### src/rtl/fetch_decode_queue_pkg.sv
// rtl/fetch_decode_queue_pkg.sv - shared types and halt-pattern constants for the fetch/decode queue
package fetch_decode_queue_pkg;

  typedef enum logic [1:0] {
    DQ_RUN       = 2'd0,
    DQ_HALT_SEEN = 2'd1,
    DQ_HALTED    = 2'd2
  } dq_state_t;

  localparam logic [31:0] HLT_MASK  = 32'hFFE0_001F;
  localparam logic [31:0] HLT_MATCH = 32'hD440_0000;

  localparam int DQ_INSN_BITS = 32;
  localparam int DQ_PC_BITS   = 64;

  typedef struct packed {
    logic [DQ_INSN_BITS-1:0] insnbits;
    logic [DQ_PC_BITS-1:0]   pc;
  } dq_entry_t;

  function automatic logic is_hlt(input logic [31:0] word);
    return (word & HLT_MASK) == HLT_MATCH;
  endfunction

endpackage

### src/rtl/fetch_decode_queue_dq_ptr_ctl.sv
// rtl/fetch_decode_queue_dq_ptr_ctl.sv - head/tail/count registers for the circular queue
module dq_ptr_ctl #(
  parameter int DEPTH = 8,
  parameter int AW    = $clog2(DEPTH)
) (
  input  logic          in_clk,
  input  logic          in_rst_n,
  input  logic          in_enq,
  input  logic          in_deq,
  input  logic          in_flush,
  output logic [AW-1:0] out_head,
  output logic [AW-1:0] out_tail,
  output logic [AW:0]   out_count
);

  // DEPTH is a power of two, so pointer wrap is plain overflow
  always_ff @(posedge in_clk or negedge in_rst_n) begin
    if (!in_rst_n) begin
      out_head  <= '0;
      out_tail  <= '0;
      out_count <= '0;
    end else if (in_flush) begin
      out_head  <= '0;
      out_tail  <= '0;
      out_count <= '0;
    end else begin
      if (in_enq) out_tail <= out_tail + 1'b1;
      if (in_deq) out_head <= out_head + 1'b1;
      if (in_enq && !in_deq)      out_count <= out_count + 1'b1;
      else if (!in_enq && in_deq) out_count <= out_count - 1'b1;
    end
  end

endmodule

### src/rtl/fetch_decode_queue.sv
// rtl/fetch_decode_queue.sv - DEPTH-entry instruction queue between fetch and decode with flush and halt tracking
module fetch_decode_queue
  import fetch_decode_queue_pkg::*;
#(
  parameter int DEPTH     = 8,
  parameter int INSN_BITS = 32,
  parameter int PC_BITS   = 64
) (
  input  logic                       in_clk,
  input  logic                       in_rst_n,
  input  logic [INSN_BITS-1:0]       in_fetch_insnbits,
  input  logic [PC_BITS-1:0]         in_fetch_pc,
  input  logic                       in_fetch_done,
  output logic                       out_fetch_ready,
  input  logic                       in_stall,
  input  logic                       in_flush,
  output logic [INSN_BITS-1:0]       out_insnbits,
  output logic [PC_BITS-1:0]         out_pc,
  output logic                       out_done,
  output logic [$clog2(DEPTH):0]     out_count,
  output logic                       out_full,
  output logic                       out_empty,
  output logic                       out_halted
);

  localparam int AW = $clog2(DEPTH);
  localparam logic [AW:0] FULL_COUNT = (AW+1)'(DEPTH);

  logic [AW-1:0]        head;
  logic [AW-1:0]        tail;
  logic [AW:0]          count;
  logic                 enq;
  logic                 deq;
  dq_state_t            state;
  logic [INSN_BITS-1:0] insn_mem [DEPTH];
  logic [PC_BITS-1:0]   pc_mem   [DEPTH];

  assign out_count       = count;
  assign out_empty       = (count == '0);
  assign out_full        = (count == FULL_COUNT);
  assign out_halted      = (state == DQ_HALTED);
  assign out_done        = !out_empty && !out_halted;
  assign out_fetch_ready = !out_full && (state == DQ_RUN) && !in_flush;
  assign enq             = in_fetch_done && out_fetch_ready;
  assign deq             = out_done && !in_stall;
  assign out_insnbits    = out_done ? insn_mem[head] : '0;
  assign out_pc          = out_done ? pc_mem[head]   : '0;

  dq_ptr_ctl #(.DEPTH(DEPTH), .AW(AW)) u_ptr_ctl (
    .in_clk    (in_clk),
    .in_rst_n  (in_rst_n),
    .in_enq    (enq),
    .in_deq    (deq),
    .in_flush  (in_flush),
    .out_head  (head),
    .out_tail  (tail),
    .out_count (count)
  );

  // Storage is deliberately left out of reset; only the pointers define validity
  always_ff @(posedge in_clk) begin
    if (enq) begin
      insn_mem[tail] <= in_fetch_insnbits;
      pc_mem[tail]   <= in_fetch_pc;
    end
  end

  always_ff @(posedge in_clk or negedge in_rst_n) begin
    if (!in_rst_n) begin
      state <= DQ_RUN;
    end else begin
      case (state)
        DQ_RUN:
          if (enq && is_hlt(in_fetch_insnbits[31:0])) state <= DQ_HALT_SEEN;
        DQ_HALT_SEEN:
          if (in_flush) state <= DQ_RUN;
          else if (deq && is_hlt(insn_mem[head][31:0])) state <= DQ_HALTED;
        default:
          state <= DQ_HALTED;
      endcase
    end
  end

endmodule

### config.mk
export PLATFORM = sky130hd
export DESIGN_NAME = fetch_decode_queue
export DESIGN_NICKNAME = d
export VERILOG_FILES = /design/src/rtl/fetch_decode_queue_pkg.sv /design/src/rtl/fetch_decode_queue_dq_ptr_ctl.sv /design/src/rtl/fetch_decode_queue.sv
export SDC_FILE = /design/constraint.sdc
export NUM_CORES = 1
export LEC_CHECK = 0
export ABC_AREA = 1
export BUFFER_PORTS_ARGS = -buffer_cell sky130_fd_sc_hd__buf_2
export CAP_MARGIN = 20
export CORE_MARGIN = 3
export CORE_UTILIZATION = 55
export CTS_CLUSTER_SIZE = 16
export DETAILED_ROUTE_END_ITERATION = 8
export HOLD_SLACK_MARGIN = 0.06
export PLACE_DENSITY = 0.82
export SYNTH_ARGS = -nofsm -noshare
export SYNTH_HDL_FRONTEND = slang
export SYNTH_SLANG_ARGS = --single-unit
### constraint.sdc
create_clock -name in_clk -period 21.5 [get_ports in_clk]
set_input_delay 2.15 -clock in_clk [delete_from_list [all_inputs] [get_ports in_clk]]
set_output_delay 2.15 -clock in_clk [all_outputs]
set_load 0.05 [all_outputs]
# [After elaboration in Yosys (flattened, before gate mapping)]
# Memory sizes are Yosys's and may differ from the RTL's.
# Cells that the tools add are included.
[classes] reduce_logical=22 add_sub_neg=4 muxes=15 n_eq_ne=7
[op_table] operator="$mux 64" n=1
[op_table] operator="$eq 16x16->1 const B" n=2
[op_table] operator="$mux 32" n=1
[op_table] operator="$mux 3" n=4
[op_table] operator="$mux 4" n=3
[op_table] operator="$logic_and 1x1->1" n=9
[op_table] operator="$logic_not 1->1" n=7
[op_table] operator="$add 3x1->3 const B" n=2
[op_table] operator="$mux 2" n=3
[op_table] operator="$add 4x1->4 const B" n=1
[op_table] operator="$eq 4x4->1 const B" n=1
[op_table] operator="$logic_not 4->1" n=1
[op_table] operator="$pmux 2 s2" n=1
[op_table] operator="$reduce_bool 2->1" n=2
[op_table] operator="$sub 4x1->4 const B" n=1
[op_table] operator="$ne 3x3->1 const B" n=1
[op_table] operator="$reduce_bool 3->1" n=1
[op_table] operator="$eq 2x1->1 const B" n=1
[op_table] operator="$eq 2x2->1 const B" n=1
[op_table] operator="$logic_not 2->1" n=1
[op_table] operator="$mux 1" n=2
[op_table] operator="$ne 2x1->1 const B" n=1
[op_table] operator="$reduce_and 2->1" n=1
[word_totals] elab_cells=54 mem_count=2 register_bits=12 ramBits=768 out_inout_bits=105
[mem_list] name="pc_mem" words=8 width=64 read_ports=1 rd_ports_with_merged_regs=0 wr=1 line="fetch_decode_queue.sv:36" text="logic [PC_BITS-1:0] pc_mem [DEPTH];"
[mem_list] name="insn_mem" words=8 width=32 read_ports=1 rd_ports_with_merged_regs=0 wr=1 line="fetch_decode_queue.sv:35" text="logic [INSN_BITS-1:0] insn_mem [DEPTH];"

# [Depth between registers and ports, before layout]
[depth] ltp_word=10 mapped_depth=15 depth_no_buf=15

# [Modules after synthesis]
# Synthesis repeated with hierarchy kept, for this count alone.
[hier_totals] hier_cells=2510 hier_area_um2=31293.8
[by_module_without_submodules] module="fetch_decode_queue" cells_per_inst=2438 seq_area_each_um2=23112.2 instances=1 area_each_um2=30683.2
[by_module_without_submodules] module="dq_ptr_ctl" cells_per_inst=72 seq_area_each_um2=250.2 instances=1 area_each_um2=610.6

# [Worst setup path before layout]
# No wires, ideal clock.
[synth_timing] path_type="input to register" start="in in_flush" end="mem insn_mem[2][0], enable pin" stages=5 required_time_ns=20.831 t_arrival_ns=9.199 path_buffers=0 slack_ns=11.632 setup_ns=0.669 cell_sequence="inv_1 > nand3_1 > inv_1 > nand2_1 > nor3_1"
[synth_between] elab_chain_len=5
[synth_lines] item="from (decl)" line="fetch_decode_queue.sv:16" text="input logic in_flush,"
[synth_lines] item="$logic_not 1->1" line="fetch_decode_queue.sv:43" text="assign out_fetch_ready = !out_full && (state == DQ_RUN) && !in_flush;"
[synth_lines] item="$logic_and 1x1->1" line="fetch_decode_queue.sv:43"
[synth_lines] item="$logic_and 1x1->1" line="fetch_decode_queue.sv:44" text="assign enq = in_fetch_done && out_fetch_ready;"
[synth_lines] item="$mux 1" line="fetch_decode_queue.sv:62" text="if (enq) begin"
[synth_lines] item="$mux 1 (implied by the code)" line="fetch_decode_queue.sv:63" text="insn_mem[tail] <= in_fetch_insnbits;"
[synth_lines] item="to (decl)" line="fetch_decode_queue.sv:35"
# Every way passes these cells.

# [Worst setup path in the final report]
[layout_timing] start="reg u_ptr_ctl.out_head[0]" end="out out_pc[0]"
[layout_between] elab_chain_len=2
[layout_lines] item="from (decl)" line="fetch_decode_queue_dq_ptr_ctl.sv:11" text="output logic [AW-1:0] out_head,"
[layout_lines] item="from (signal assigned)" line="fetch_decode_queue_dq_ptr_ctl.sv:28" text="if (in_deq) out_head <= out_head + 1'b1;"
[layout_lines] item="$mem_v2 8x64"
[layout_lines] item="$mux 64" line="fetch_decode_queue.sv:47" text="assign out_pc = out_done ? pc_mem[head] : '0;"
[layout_lines] item="to (decl)" line="fetch_decode_queue.sv:18" text="output logic [PC_BITS-1:0] out_pc,"
# Every way passes these cells.

==> summary.md <==
| Metric | Value |
|---|---|
| Max-slew violation count | `0` |
| Syn nets | `2597` |
| DRC Markers | `0` |
| CTS tree | `built` |
| Cell family with most CP delay | `buffers and inverters` |
| Vias in the first global route | `19790` |
| DP Wirelength | `37900 microns` |
| P&R area growth vs syn | `12.61%` |
| Hold crit path type | `flip-flop to flip-flop` |
| Share of cells above drive strength 1 | `13.52%` |
| Multi-input logic area | `6545 sq um` |
| Clock skew | `0.01866 ns` |
| Worst Path Required | `19.35 ns` |
| Crit-path max FO | `92` |
| Full die area | `59570 sq um` |
| CTS sink cnt | `780` |
| DRT antenna net count | `0` |
| Fmax | `0.1471 GHz` |
| First-pass GRT wire length | `110900 microns` |
| I/O pin count | `206` |
| Worst Tran Pin Value | `1.148 ns` |
| Final Critical Period | `6.799 ns` |
| Total Nets Final | `2752` |
| Most used cell, CP | `buf_4` |
| Crit path cell chain | `buf_4 > buf_4 > o21ai_0 > o22ai_1 > o21ai_1 > a31oi_1 > buf_2` |
| Sequential Area | `23370 sq um` |
| Vias per cell | `5.899` |
| Critical path buffers and inverters | `3` |
| Hold Path Origin | `state[1]` |
| Seq pwr share | `55.3%` |
| Later-pin clock latency in the skew report | `0.62 ns` |
| Slowest cell on the critical path | `dfrtp_4` |
| Max rail drop VDD | `0.00007953 V` |
| YS warnings | `0` |
| RSZ-0062 raised after global routing | `false` |
| TNS Setup | `0 ns` |
| Syn avg cell area | `12.51 sq um` |
| Reg2reg start | `u_ptr_ctl.out_head[0]` |
| Leakage | `12.52 nW` |
| Cell area after synthesis | `31170 sq um` |
| Grt ovf | `0` |
| Crit Path Class | `flip-flop to output pin` |
| Core footprint | `55630 sq um` |
| Cts bufs inserted | `77` |
| Outcome | `finished, final reports clean` |
| WHS | `0.5332 ns` |
| Via count | `20460` |
| Placed cell count | `3314` |
| Chip width | `244.1 microns` |
| Combinational share of power | `1.7%` |
| Site Rows | `86` |
| Drt wl/cell | `21.13 microns` |
| GPL Wtd Cong | `0.7834` |
| Fillers | `3982` |
| Antenna violations before repair | `13` |
| Yosys cell types | `33` |
| Final setup fails | `0` |
| Pwr dens | `86.20 nW/um^2` |
| Max-cap violations | `0` |
| Port-buffer cells | `205` |
| Max-slew headroom | `23.48%` |
| Final worst path period share | `31.62%` |
| Layout Cells excl Fill | `3468` |
| Largest net degree at the start of global routing | `277` |
| Final WL | `73270 microns` |
| Die Ht | `244.1 microns` |
| Pre-antenna DRT Iters | `6` |
| Clock Tree Buf Depth | `3` |
| Slowest cell delay on critical path | `0.91 ns` |
| PostCTS Resize Cnt | `0` |
| Internal power | `2.436 mW` |
| Sequential-to-total area share from yosys stat | `74.95%` |
| Worst Setup End Kind | `output pin` |
| Worst setup startpoint | `u_ptr_ctl.out_head[0]` |
| Hold-fix buffers, CTS | `0` |
| Global Route Usage Sum | `24.10%` |
| Power share of the clock group | `43.1%` |
| Synth Register Bits | `780` |
| Net Sw Frac | `19.50%` |
| H-tree depth | `3` |
| Critical path startpoint category | `flip-flop` |
| Initial drt markers | `2389` |
| Buffer type at the clock tree root | `clkbuf_16` |
| Net Sw Power | `589.9 uW` |
| Synthesized netlist cell count | `2491` |
| Starting density of the core | `56.03%` |
| WP data arrival | `4.65 ns` |
| Clock-pin slew on the worst setup and hold paths | `0.06 ns` |
| Final Hold Fails | `0` |
| Setup bufs post-CTS | `0` |
==> state kept, by name, summed over array words and instances (netlist names) <==
signal               cells
insn_mem               256
u_ptr_ctl.out_tail       3
u_ptr_ctl.out_count      4
state                    2
u_ptr_ctl.out_head       3
pc_mem                 512
==> Yosys cell counts <==
master	n	area share, %
ha_1	4	0.16
buf_4	18	0.43
buf_2	40	0.64
buf_1	6	0.072
dfrtp_1	12	0.96
nand4_1	1	0.020
clkbuf_2	7	0.11
nor2_2	2	0.040
buf_6	13	0.47
o21a_1	1	0.024
nor4_1	2	0.040
edfxtp_1	768	74
nor3_1	8	0.13
nand2_1	193	2.3
nor2_1	527	6.3
xnor2_1	1	0.028
nand3_2	1	0.032
a21oi_1	4	0.064
inv_1	127	1.5
xor2_1	2	0.056
nand2_2	2	0.040
nand3_1	92	1.5
a21oi_2	1	0.028
inv_2	5	0.060
o21ai_0	288	4.6
fa_1	1	0.064
o21ai_2	1	0.028
o22ai_1	83	1.7
clkbuf_1	75	0.90
a31oi_1	80	1.6
nand3b_1	1	0.024
o21ai_1	124	2.0
inv_4	1	0.020
==> area by class of cell <==
cell class | instances | share of cell area [%]
timing repair buffer | 235 | 3.564
multi-input combinational | 1419 | 18.65
tap | 748 | 2.666
antenna | 12 | 0.08555
sequential | 780 | 66.58
clock buffer | 98 | 5.863
clock inverter | 43 | 1.112
inverter | 133 | 1.486
==> worst min-delay path: stages, from the launching register on <==
cell and delay [ns]:
dfrtp_1 0.35, inv_1 0.08, nand2_1 0.07
==> logic make-up after synthesis <==
| kind of cell | count (synthesis) | synth area share, % |
|---|---|---|
| flops | 780 | 74.95 |
| fa+ha+maj | 5 | 0.2248 |
| simple gates | 829 | 10.47 |
| xor+xnor | 3 | 0.08431 |
| compound gates | 582 | 10.03 |
| buf+inv | 292 | 4.243 |
==> final timing paths <==
| check | end | slack [ns] | depth (start not counted) |
|---|---|---|---|
| setup / recovery | out_pc[0] | 14.70 | 7 |
| hold / removal | state[1] | 0.53 | 2 |
| setup reg to reg | state[0] | 17.49 | 13 |
| hold reg to reg | state[1] | 0.53 | 2 |
| max in group asynchronous | u_ptr_ctl.out_head[0] | 19.82 | 1 |
| min in group asynchronous | state[0] | 1.42 | 1 |
==> power by group through the flow <==
stage               Combinational (mW)  Sequential (mW)  Clock [mW]
floorplan                       0.0129             1.71           0
global placement                0.0465             1.70           0
detailed placement              0.0498             1.70           0
CTS                             0.0500             1.67        1.32
global route                    0.0548             1.67        1.38
finish                          0.0503             1.67        1.30
==> cell usage in the layout (no fill, tap or decap), drive strengths merged, types with 8 or more instances in the layout <==
cell type  count
nand3         93
edfxtp       768
o21ai        413
clkinv        33
clkbuf        98
a31oi         80
dfrtp         12
nor2         529
buf          235
diode         12
nor3           8
o22ai         83
inv          135
nand2        195
==> layer usage <==
layer	global-route usage (%)	wire length, microns	up-vias
met4	9.853	1993	4
met2	39.07	35170	1084
met5	0	23	-
li1	-	-	9235
met1	32.18	29320	9957
met3	5.022	6763	176
==> through the flow <==
step                      setup WS (ns)  power [mW]  cell area [sq um]  utilization (%)
after CTS                         14.75       3.041              35060            63.03
after detailed placement          15.43       1.754              32620            58.63
after global placement            15.51       1.751              32620            58.63
after floorplan                   11.63       1.723              31170                -
final                             14.70       3.026              35100            63.10
after global routing              14.44       3.109              35090            63.08
No activity file was read; power rests on OpenSTA's default activity.
